--- config.mk ---
export PLATFORM = sky130hd
export DESIGN_NAME = data_mem_responder_flat
export DESIGN_NICKNAME = d
export VERILOG_FILES = /design/src/rtl/data_mem_responder_if.sv /design/src/rtl/data_mem_responder.sv /design/src/flat_wrapper.sv
export SDC_FILE = /design/constraint.sdc
export NUM_CORES = 2
export LEC_CHECK = 0
export BUFFER_PORTS_ARGS = -buffer_cell sky130_fd_sc_hd__buf_2
export CORE_MARGIN = 10
export CORE_UTILIZATION = 60
export DETAILED_ROUTE_END_ITERATION = 8
export PLACE_DENSITY = 0.76
export SLEW_MARGIN = 20
export SYNTH_ARGS = -nofsm -noshare
export SYNTH_HDL_FRONTEND = slang
export SYNTH_SLANG_ARGS = --single-unit
--- constraint.sdc ---
create_clock -name clk -period 7.5 [get_ports clk]
set_input_delay 1.125 -clock clk [delete_from_list [all_inputs] [get_ports clk]]
set_output_delay 1.125 -clock clk [all_outputs]
set_load 0.02 [all_outputs]
--- src/rtl/data_mem_responder_if.sv ---
// Load/store request/response bundle between the datapath and the data-memory responder.
interface data_mem_responder_if;
  logic        en;
  logic        rw;
  logic [15:0] addr;
  logic [15:0] A;
  logic [15:0] Q;
  logic        ack;
  logic        err;
  logic        busy;

  modport master (
    output en, rw, addr, A,
    input  Q, ack, err, busy
  );

  modport slave (
    input  en, rw, addr, A,
    output Q, ack, err, busy
  );
endinterface

--- src/rtl/data_mem_responder.sv ---
// Data-memory responder: captures a level-held request, waits LATENCY cycles,
// performs the access and pulses ack for one cycle with read data and an error flag.
module data_mem_responder #(
  parameter int unsigned ADDR_BITS = 8,
  parameter int unsigned DEPTH     = 256,
  parameter int unsigned LATENCY   = 2
) (
  input logic                 clk,
  input logic                 reset,
  data_mem_responder_if.slave bus
);

  typedef enum logic [1:0] {StIdle, StWait, StAck} state_e;

  state_e      state_q, state_d;
  logic [3:0]  cnt_q, cnt_d;
  logic [15:0] addr_q;
  logic        rw_q;
  logic [15:0] wdata_q;
  logic [15:0] rdata_q;
  logic        err_q;
  logic        capture;
  logic        access;
  logic        in_range;

  logic [15:0] mem [DEPTH];

  assign in_range = 32'(addr_q) < DEPTH;

  always_comb begin
    state_d = state_q;
    cnt_d   = cnt_q;
    capture = 1'b0;
    access  = 1'b0;
    unique case (state_q)
      StIdle: begin
        if (bus.en) begin
          state_d = StWait;
          cnt_d   = 4'(LATENCY - 1);
          capture = 1'b1;
        end
      end
      StWait: begin
        if (cnt_q != 4'd0) begin
          cnt_d = cnt_q - 4'd1;
        end else begin
          access  = 1'b1;
          state_d = StAck;
        end
      end
      StAck:   state_d = StIdle;
      default: state_d = StIdle;
    endcase
  end

  always_ff @(posedge clk) begin
    if (reset) begin
      state_q <= StIdle;
      cnt_q   <= 4'd0;
      rdata_q <= 16'h0000;
      err_q   <= 1'b0;
    end else begin
      state_q <= state_d;
      cnt_q   <= cnt_d;
      if (capture) begin
        addr_q  <= bus.addr;
        rw_q    <= bus.rw;
        wdata_q <= bus.A;
      end
      if (access) begin
        err_q <= ~in_range;
        if (!rw_q) begin
          rdata_q <= in_range ? mem[addr_q[ADDR_BITS-1:0]] : 16'h0000;
        end
      end else if (state_q == StAck) begin
        err_q <= 1'b0;
      end
    end
  end

  // Storage is never reset; a write aborted by reset is dropped here too.
  always_ff @(posedge clk) begin
    if (!reset && access && rw_q && in_range) begin
      mem[addr_q[ADDR_BITS-1:0]] <= wdata_q;
    end
  end

  assign bus.Q    = rdata_q;
  assign bus.err  = err_q;
  assign bus.ack  = (state_q == StAck);
  assign bus.busy = (state_q != StIdle);

endmodule

--- src/flat_wrapper.sv ---
// flat-port wrapper written by rule: the top's interface ports become plain ports
module data_mem_responder_flat 
#(
  parameter int unsigned ADDR_BITS = 8,
  parameter int unsigned DEPTH     = 256,
  parameter int unsigned LATENCY   = 2
)
  (clk, reset, bus_en, bus_rw, bus_addr, bus_A, bus_Q, bus_ack, bus_err, bus_busy);
  data_mem_responder_if bus_i ();
  input logic clk;
  input logic reset;
  input wire logic [$bits(bus_i.en)-1:0] bus_en;
  input wire logic [$bits(bus_i.rw)-1:0] bus_rw;
  input wire logic [$bits(bus_i.addr)-1:0] bus_addr;
  input wire logic [$bits(bus_i.A)-1:0] bus_A;
  output wire logic [$bits(bus_i.Q)-1:0] bus_Q;
  output wire logic [$bits(bus_i.ack)-1:0] bus_ack;
  output wire logic [$bits(bus_i.err)-1:0] bus_err;
  output wire logic [$bits(bus_i.busy)-1:0] bus_busy;
  assign bus_i.en = bus_en;
  assign bus_i.rw = bus_rw;
  assign bus_i.addr = bus_addr;
  assign bus_i.A = bus_A;
  assign bus_Q = bus_i.Q;
  assign bus_ack = bus_i.ack;
  assign bus_err = bus_i.err;
  assign bus_busy = bus_i.busy;
  data_mem_responder #(.ADDR_BITS(ADDR_BITS), .DEPTH(DEPTH), .LATENCY(LATENCY)) u_core (.clk(clk), .reset(reset), .bus(bus_i));
endmodule
==> key figures <==
Placement
  – Port Buffers: 54
  – Hpwl dp: 254000 um
  – Setup slack after placement: 2.42 ns
  – Routability Congestion: 0.947

Final layout
  – Filler Cell Count: 15382
  – Count of nets after finishing: 7700
  – Ratio of cells with drive above 1 in the final layout: 0.258
  – Synthesis-to-layout area growth: 11.8%
  – Register area: 0.125 sq mm
  – Area of combinational cells with multiple inputs: 0.0321 sq mm

Drt
  – Detailed Route Iter0 Violations: 14293
  – Count of vias placed by the detailed router: 83221
  – Post-route DRC: 0
  – Routed via count divided by cell count: 7.22
  – Total Wirelength: 443000 um
  – Number of iterations in the first detailed-routing pass: 7
  – Count of antenna-violating nets left after detailed routing: 0
  – Per-cell routed wire length: 38.5 um

Timing
  – Hold Slack: 0.316 ns
  – Final hold violation count: 0
  – Final sum of negative setup slack: 0 ns
  – Total setup violations reported at the end of the flow: 0
  – Peak Freq: 190 MHz
  – Portion of the clock cycle consumed by the worst path in the final layout: 0.701
  – Clk_skew: 0.125 ns
  – Headroom to the max-slew limit: 0.0655
  – Final worst setup slack: 2.24 ns
  – Setup repair after global routing missed its margin: no
  – Final Max Slew Viols: 0
  – Worst Max-Slew Pin Slew: 1.39 ns
  – Post-layout minimum cycle time: 5.26 ns

Die
  – Chip Height: 535 um
  – Row count: 188
  – Starting utilization of the core area: 0.604
  – Width of the die: 535 um
  – Top-level port count: 55
  – Die footprint: 0.286 sq mm
  – Area of the core region: 0.263 sq mm

Power and ir drop
  – PwrDens: 272 mW/mm^2
  – Static Leakage: 55.7 nW
  – Worst-case vdd ir drop: 0.000260 V

Synthesis
  – Cells after Synth: 7176
  – Most repeated cell in the gate-level netlist after synthesis: edfxtp_1
  – Warnings, synthesis: 0
  – Post-synth ARST share: 0
  – Average cell area after synthesis: 22.2 sq um
  – Synth top area cells: edfxtp_1, mux4_2, mux2i_1, a22oi_1, nor2_1
  – Number of synthesized register bits: 4160
  – Synthesized netlist net count: 7213
  – Most numerous cell types in the synthesized netlist: edfxtp_1, mux4_2, nor2_1
  – Library cells used by synthesis: 72
  – Syn Std Cell Area: 0.159 sq mm
  – Synth area leader: edfxtp_1
  – Seq/Total Area, Yosys: 0.783
  – Count of flip-flops with a built-in enable after synthesis: 4129
  – Top_reg_cell synth: edfxtp_1
  – Area share of the largest cell type after synthesis: 0.779

Setup path
  – Critical path endpoint category: flop
  – Worst-path cell chain: inv_1 > ha_1 > or3b_1 > nor3_4 > nand3_1 > nor3_1 > nand3_1 > nor2_1 > buf_4
  – CP max stage delay: 0.98 ns
  – Critical setup path kind: reg2reg
  – Data arrival time at the worst-slack endpoint: 5.91 ns
  – Startpoint class of the critical path: flop
  – Top cell by count, worst path: nand3_1
  – Worst reg-to-reg path cell count: 9
  – Reg2reg end: u_core.mem[178][1]
  – Required time of the critical path: 8.15 ns
  – CP max-delay cell: nor3_1
  – Setup slack of the most critical reg-to-reg path: 2.24 ns
  – Largest fanout on the critical path: 16
  – R2r startpoint: u_core.cnt_q[0]

Clock tree
  – Number of H-tree levels: 5
  – Clk pin slew, worst setup/hold paths: 0.06 ns
  – TritonCTS clock tree: done
  – Number of buffers inserted during clock tree synthesis: 408
  – Clock Latency Late Sink: 1.03 ns
  – Cts hold-fix bufs: 0
  – Root buffer cell: clkbuf_16
  – Quantity of gates resized following cts: 0
  – Post-CTS repair timing setup buffer count: 0
  – Clock Sinks: 4160
  – Deepest clock path buffer count: 4

Hold path
  – Hold path cells: 1
  – Min-Delay Endpoint: u_core.addr_q[15]
  – Kind of path behind the tightest hold check: in2reg
  – Worst Hold Launch: bus_addr[15]

Global routing
  – Initial antenna violation count: 32
  – Global router's overall resource usage: 0.306
  – First-pass GRT wire length: 624000 um
  – Total grt overflow: 0
  – Number of global-route vias before repair: 81633
  – Pin count of the biggest net entering global routing: 208

Status
  – Outcome: complete, no violations

Run
  – Number of max-cap violations: 0
## area by class of cell
type | instances | share of cell area
multi-input cells | 2592 | 0.181
repair buffers | 490 | 0.0222
clock inverters | 215 | 0.0111
flip-flops and latches | 4160 | 0.700
clock buffers | 507 | 0.0604
inverters | 11 | 0.000239
diodes | 31 | 0.000436
well taps | 3515 | 0.0247
## how the worst max path moves through the flow
stage,start,end,slack (ns),cells after the start
4_1_cts,u_core.cnt_q[0],u_core.mem[178][1],2.62,9
5_1_grt,u_core.cnt_q[0],u_core.mem[178][1],2.26,9
3_5_place_dp,reset,u_core.mem[178][4],2.42,7
2_1_floorplan,u_core.wdata_q[0],u_core.mem[0][0],3.45,0
6_report,u_core.cnt_q[0],u_core.mem[178][1],2.24,9
3_3_place_gp,flop,u_core.bus.Q[3],2.07,9
## placed cells by master, fill, tap and decap left out, drive strengths merged, types with 9 or more instances in the layout
master	n
nor2	334
a221oi	39
and2	20
clkbuf	507
nand3	77
nand2	136
nand4	20
edfxtp	4129
a31oi	30
bufinv	35
inv	16
clkinv	161
o21ai	30
nor3	52
a22oi	183
a21oi	59
clkinvlp	14
o22ai	124
nand2b	12
buf	490
diode	31
o211ai	9
dfxtp	31
a32oi	18
mux2	13
mux2i	237
a211oi	34
a2111oi	32
mux4	947
a22o	34
o221ai	22
nor4	14
or3	12
nor2b	32
## routing by layer
layer,routed length [um],part of all wire,vias to the layer above,global-route usage
li1,-,-,31460,-
met1,149000,0.34,43158,0.402
met2,205000,0.46,7212,0.461
met3,60500,0.14,1369,0.0981
met4,28900,0.065,22,0.167
met5,158,0.00036,-,0
## logic make-up after synthesis
| logic type | Yosys count | share of synthesized area |
|---|---|---|
| multiplexers | 1197 | 0.150 |
| XOR/XNOR | 2 | 0.000110 |
| AND/OR/NAND/NOR | 742 | 0.0212 |
| buffers and inverters | 424 | 0.0160 |
| AO/OA/AOI/OAI | 650 | 0.0295 |
| flip-flops | 4160 | 0.783 |
| adder cells (fa/ha/maj) | 1 | 0.0000786 |
## report_power, final
group / total, mW / leakage [nW] / internal [mW] / switching (mW)
sequential: 25.6 / 37.4 / 25.5 / 0.0608
combinational: 3.11 / 12.2 / 1.06 / 2.05
clock: 19.8 / 6.21 / 11.3 / 8.49
total: 48.5 / 55.7 / 37.9 / 10.6
## worst max-delay path: cells and delay by family (launching register included)
kind          cells  cell delay, ns
simple gates      6            4.00
buf+inv           2            0.39
fa+ha+maj         1            0.18
flops             1            0.34
## flip-flops by register name (all words and copies together), names as in the netlist, named ones only
register	flops
u_core.addr_q	16
u_core.bus.Q	16
u_core.bus.err	1
u_core.cnt_q	4
u_core.mem	4096
u_core.rw_q	1
u_core.state_q	2
u_core.wdata_q	16
## stage by stage
step / instance area, sq um / power, mW / utilization / cells
after floorplan: 159000 / 28.0 / - / 7176
after global placement: 165000 / 29.0 / 0.627 / 10762
after detailed placement: 165000 / 29.1 / 0.627 / 10765
after CTS: 178000 / 48.5 / 0.675 / 11487
after global routing: 178000 / 49.5 / 0.676 / 11496
final: 178000 / 48.5 / 0.676 / 11521
Power figures use the tool's default switching activity.
